### config.mk
export PLATFORM = sky130hd
export DESIGN_NAME = program_sequencer
export DESIGN_NICKNAME = d
export VERILOG_FILES = /design/src/rtl/program_sequencer.sv
export SDC_FILE = /design/constraint.sdc
export NUM_CORES = 1
export LEC_CHECK = 0
export CORE_ASPECT_RATIO = 1.2
export CORE_MARGIN = 4
export CORE_UTILIZATION = 25
export CTS_BUF_LIST = sky130_fd_sc_hd__clkbuf_4 sky130_fd_sc_hd__clkbuf_8 sky130_fd_sc_hd__clkbuf_16
export DETAILED_ROUTE_END_ITERATION = 6
export PLACE_DENSITY_LB_ADDON = 0.08
export SYNTH_ARGS = -nofsm -noshare
export SYNTH_HDL_FRONTEND = slang
export SYNTH_SLANG_ARGS = --single-unit
export TNS_END_PERCENT = 100
### constraint.sdc
create_clock -name clk -period 7.13 [get_ports clk]
set_clock_uncertainty 0.2 [all_clocks]
set_input_delay 1.0695 -clock clk [delete_from_list [all_inputs] [get_ports clk]]
set_output_delay 1.0695 -clock clk [all_outputs]
set_load 0.01 [all_outputs]
### src/rtl/program_sequencer.sv
`default_nettype none
// +--------------------------------------------------------------------------+
// | program_sequencer: program RAM plus in-order issue to a control unit     |
// | Revision 1.0                                                             |
// +--------------------------------------------------------------------------+
module program_sequencer #(
  parameter int ADDR_W  = 4,
  parameter int TIMEOUT = 16
) (
  input  logic              clk,
  input  logic              reset_n,
  input  logic              prog_we,
  input  logic [ADDR_W-1:0] prog_addr,
  input  logic [15:0]       prog_wdata,
  input  logic [ADDR_W:0]   prog_len,
  input  logic              start,
  input  logic              abort,
  input  logic              cu_done,
  output logic [15:0]       instr_out,
  output logic              run_out,
  output logic [ADDR_W-1:0] pc,
  output logic              busy,
  output logic              finished,
  output logic              error
);

  localparam int                 DEPTH    = 1 << ADDR_W;
  localparam int                 TMR_W    = (TIMEOUT > 1) ? $clog2(TIMEOUT) : 1;
  localparam logic [TMR_W-1:0]   TMR_LAST = TMR_W'(TIMEOUT - 1);
  localparam logic [TMR_W-1:0]   TMR_ONE  = TMR_W'(1);
  localparam logic [ADDR_W:0]    LEN_ONE  = (ADDR_W + 1)'(1);
  localparam logic [ADDR_W-1:0]  PC_ONE   = ADDR_W'(1);

  typedef enum logic [2:0] {
    S_IDLE  = 3'd0,
    S_FETCH = 3'd1,
    S_ISSUE = 3'd2,
    S_WAIT  = 3'd3,
    S_DONE  = 3'd4
  } state_t;

  state_t            state;
  state_t            state_next;
  logic [15:0]       mem [DEPTH];
  logic [ADDR_W:0]   len;
  logic [TMR_W-1:0]  timer;
  logic              zero_fin;
  logic              last_instr;
  logic              timed_out;
  logic              start_ok;

  assign last_instr = ({1'b0, pc} == (len - LEN_ONE));
  assign timed_out  = (timer == TMR_LAST);
  assign start_ok   = start && (prog_len != '0);

  // Program RAM is deliberately left out of reset so a program survives it.
  always_ff @(posedge clk) begin
    if (prog_we && (state == S_IDLE)) begin
      mem[prog_addr] <= prog_wdata;
    end
  end

  always_ff @(posedge clk) begin
    if (!reset_n) begin
      state <= S_IDLE;
    end else begin
      state <= state_next;
    end
  end

  always_comb begin
    state_next = state;
    case (state)
      S_IDLE:  if (start_ok) state_next = S_FETCH;
      S_FETCH: state_next = S_ISSUE;
      S_ISSUE: state_next = S_WAIT;
      S_WAIT: begin
        if (cu_done) begin
          state_next = last_instr ? S_DONE : S_FETCH;
        end else if (timed_out) begin
          state_next = S_IDLE;
        end
      end
      S_DONE:  state_next = S_IDLE;
      default: state_next = S_IDLE;
    endcase
    if (abort && (state != S_IDLE)) begin
      state_next = S_IDLE;
    end
  end

  always_ff @(posedge clk) begin
    if (!reset_n) begin
      pc        <= '0;
      instr_out <= '0;
      error     <= 1'b0;
      timer     <= '0;
      len       <= '0;
      zero_fin  <= 1'b0;
    end else begin
      zero_fin <= 1'b0;
      case (state)
        S_IDLE: begin
          if (start) begin
            error <= 1'b0;
            if (prog_len != '0) begin
              len <= prog_len;
              pc  <= '0;
            end else begin
              zero_fin <= 1'b1;
            end
          end
        end
        S_FETCH: instr_out <= mem[pc];
        S_ISSUE: timer <= '0;
        S_WAIT: begin
          timer <= timer + TMR_ONE;
          // Abort wins over both completion and timeout.
          if (!abort) begin
            if (cu_done) begin
              if (!last_instr) pc <= pc + PC_ONE;
            end else if (timed_out) begin
              error <= 1'b1;
            end
          end
        end
        default: ;
      endcase
    end
  end

  assign run_out  = (state == S_ISSUE);
  assign busy     = (state != S_IDLE);
  assign finished = ((state == S_DONE) && !abort) || zero_fin;

endmodule
`default_nettype wire

==> results.md <==
- Critical path's slowest cell: dfxtp_4
- Dominant cells by area after synthesis: edfxtp_1, mux4_2, dfxtp_1, mux2i_1, nor2_1
- Vias in the first global route: 6333
- #FFs+latches synth: 290
- IO Pins: 55
- # setup viols final: 0
- Critical path class: flip-flop to output port
- Num CTS Buffers: 34
- Max-slew violations: 0
- Post-synth EDFFs: approximately 260
- Die width: just over 200 µm
- Antenna violations before repair: 1
- First-pass GRT wire length: 43000 µm
- Fraction of layout cells with a size suffix above 1: a little under a quarter
- Area fraction of the dominant cell type after synthesis: roughly 68%
- Resized Gates After CTS: 0
- I/O Buffers: 54
- Most frequent cells after synthesis: edfxtp_1, mux4_2, mux2i_1
- Netlist cell types: 47
- Hold Crit Class: flip-flop to flip-flop
- Area Growth Syn to Fin: 21.6%
- Mean post-synth cell area: approximately 19 µm²
- Multiplexer area fraction after synthesis: between 10% and 20%
- Residual DRC: 0
- Status: complete, no violations
- CP top delay family: buffers and inverters
- Worst skew pair latency: between 500 and 600 ps
- Max Cap Viol: 0
- Synth Area in Simple Gates: ~4.3%
- DR pass1 iterations: 4
- Post-route ant nets: 0
- Die Height: 240 µm
- Nets: 699
- Leakage power: around 4.2 nW
- Congestion Overflow GR: 0
- Non-Filler Instances: ~1300
- CP cell instances: buf_4 > clkdlybuf4s50_1
- Clk sinks: 290
- Power Density: ~270 nW/µm²
- Seq/Total Area, Yosys: approximately three quarters
- Fmax: roughly 240 MHz
- CP max stage delay: 820 ps
- Post-synth top area cell: edfxtp_1
- Unrepaired setup endpoints after global routing: false
- Buf+Inv Stages, Crit Path: 2
- Worst setup EP type: output port
- Most common cell in the netlist: edfxtp_1
- DRT Wirelength: around 30000 µm
- GRT Total Usage: about an eighth
- Compound-Gate Fraction of Synth Area: under 10%
- Worst-margin pin slew: 1110 ps
- Final hold vios: 0
- Vias: roughly 5700
- Startpoint types: flip-flop
- Placed cell areas: 12600 µm²
- Post-synthesis xor/xnor area fraction: 0.390%
- Final instance area: 13700 µm²
- Clock root cell: clkbuf_16
- Gpl congestion: between 0.6 and 0.7
- Syn_nets: about 600
- Clk slew on worst S/H paths: approximately 60 ps
- Min Tclk post-route: 4090 ps
- CP max FO: 38
- Largest family of logic cells by synthesized area: multiplexers
- CTS max path bufs: 3
- Slew headroom: between 20% and 30%
- Most used DFF post-synth: edfxtp_1
- Cell Area, Synth: 11200 µm²
- Largest net degree at the start of global routing: 55
- DRT iter0 DRCs: roughly 330
- Asr flop ratio synth: 0%
- Post-CTS Hold Fix Bufs: 0
- Placed cell count: approximately 1200
- Post-CTS Setup Inserts: 0
- Antenna fix cells: 0
- Ratio of final minimum period to clock period: a little under three fifths
- Yosys warnings: 0
- FP Rows: 84
- Detailed Place HPWL: approximately 17000 µm
- CP Data Required Time: a little under 6000 ps
- Final setup TNS: 0 ps
- DIE AREA: 48400 µm²
- Core footprint: approximately 44000 µm²
- Routed WL per cell: approximately 23 µm
- Cells after synthesis: 583
- H-tree levels: 2
- Core Util, Final: a little under a third
- Starting Density: 25.4%
- Adder-Cell Fraction of Synth Area: less than 1%
- Via/cell ratio: 4.55
- CTS tree: done
- Arr. time, crit path: 2820 ps
- Peak VDD IR: approximately 0.15 mV
==> routing by layer <==
| layer | part of all wire [%] | vias to the layer above | global-route usage, % |
|---|---|---|---|
| met5 | 0.045 | - | 0 |
| met2 | 50 | 111 | 20.7 |
| met1 | 44 | 2990 | 15.7 |
| li1 | - | 2533 | - |
| met3 | 3.9 | 51 | 2.36 |
| met4 | 2.7 | 2 | 4.21 |
==> stage by stage <==
| step | setup slack (ps) | total power, mW | hold slack, ps |
|---|---|---|---|
| CTS | 2860 | 3.76 | 310 |
| detailed placement | 3240 | 2.06 | 301 |
| global placement | 3330 | 2.06 | 279 |
| finish | 3040 | 3.69 | 300 |
| floorplan | 3870 | 1.97 | 258 |
| global route | 2740 | 3.83 | 339 |
==> tightest hold or removal path: cells and delay by family (launching register included) <==
family / cells / cell delay (ps)
simple gates: 1 / 60
compound gates: 1 / 70
flops: 1 / 320
==> cells by family (layout without fill, tap and decap cells) <==
group	count (synthesis)	after routing
buffers and inverters	32	140
and+or+nand+nor	95	95
muxes	102	102
DFF	290	290
xor gates and xnor gates	5	5
adders and majority gates	3	3
AOI/OAI and AO/OA	56	56
==> where the power goes <==
group          total [mW]  leakage [nW]  internal (mW)  switching (mW)
Clock                1.66         0.545          0.996           0.666
Sequential           1.89          2.59           1.87          0.0143
Combinational       0.133          1.03         0.0518          0.0815
Total                3.69          4.17           2.92           0.762
==> area by class of cell <==
class	instances	area, µm²
multi-input combinational	261	2790
clock buffer	46	971
fill	4310	30500
inverter	6	22.5
timing repair buffer	72	676
tap	559	699
sequential	290	8380
clock inverter	16	120
==> flip-flops by register name (all words and copies together), names as in the netlist <==
name and flops:
error 1, instr_out 16, len 5, mem 256, pc 4, state 3, timer 4, zero_fin 1
==> worst paths after layout <==
kind                            depth (start not counted)  slack (ps)                  start                         to
worst min register to register                          2         300  timer[1]$_SDFFE_PN0P_      timer[1]$_SDFFE_PN0P_
worst min-delay path                                    2         300  timer[1]$_SDFFE_PN0P_      timer[1]$_SDFFE_PN0P_
worst max-delay path                                    2        3040     pc[0]$_SDFFE_PN0P_                      pc[0]
worst max register to register                          6        4100     pc[0]$_SDFFE_PN0P_  instr_out[9]$_SDFFE_PN0P_
==> cells in the final DEF, fill, tap and decap left out, drive strengths merged, types with 4 or more instances in the layout <==
cell           instances
dfxtp                 34
mux4                  64
nand2                 16
xor2                   4
edfxtp               256
o21ai                 19
clkinv                15
buf                   18
clkdlybuf4s50         54
or4                    4
nor3                   7
nand3                  5
nor2                  36
inv                    6
clkbuf                46
a21oi                 24
nor2b                  9
mux2i                 38
Power figures use the tool's default switching activity.
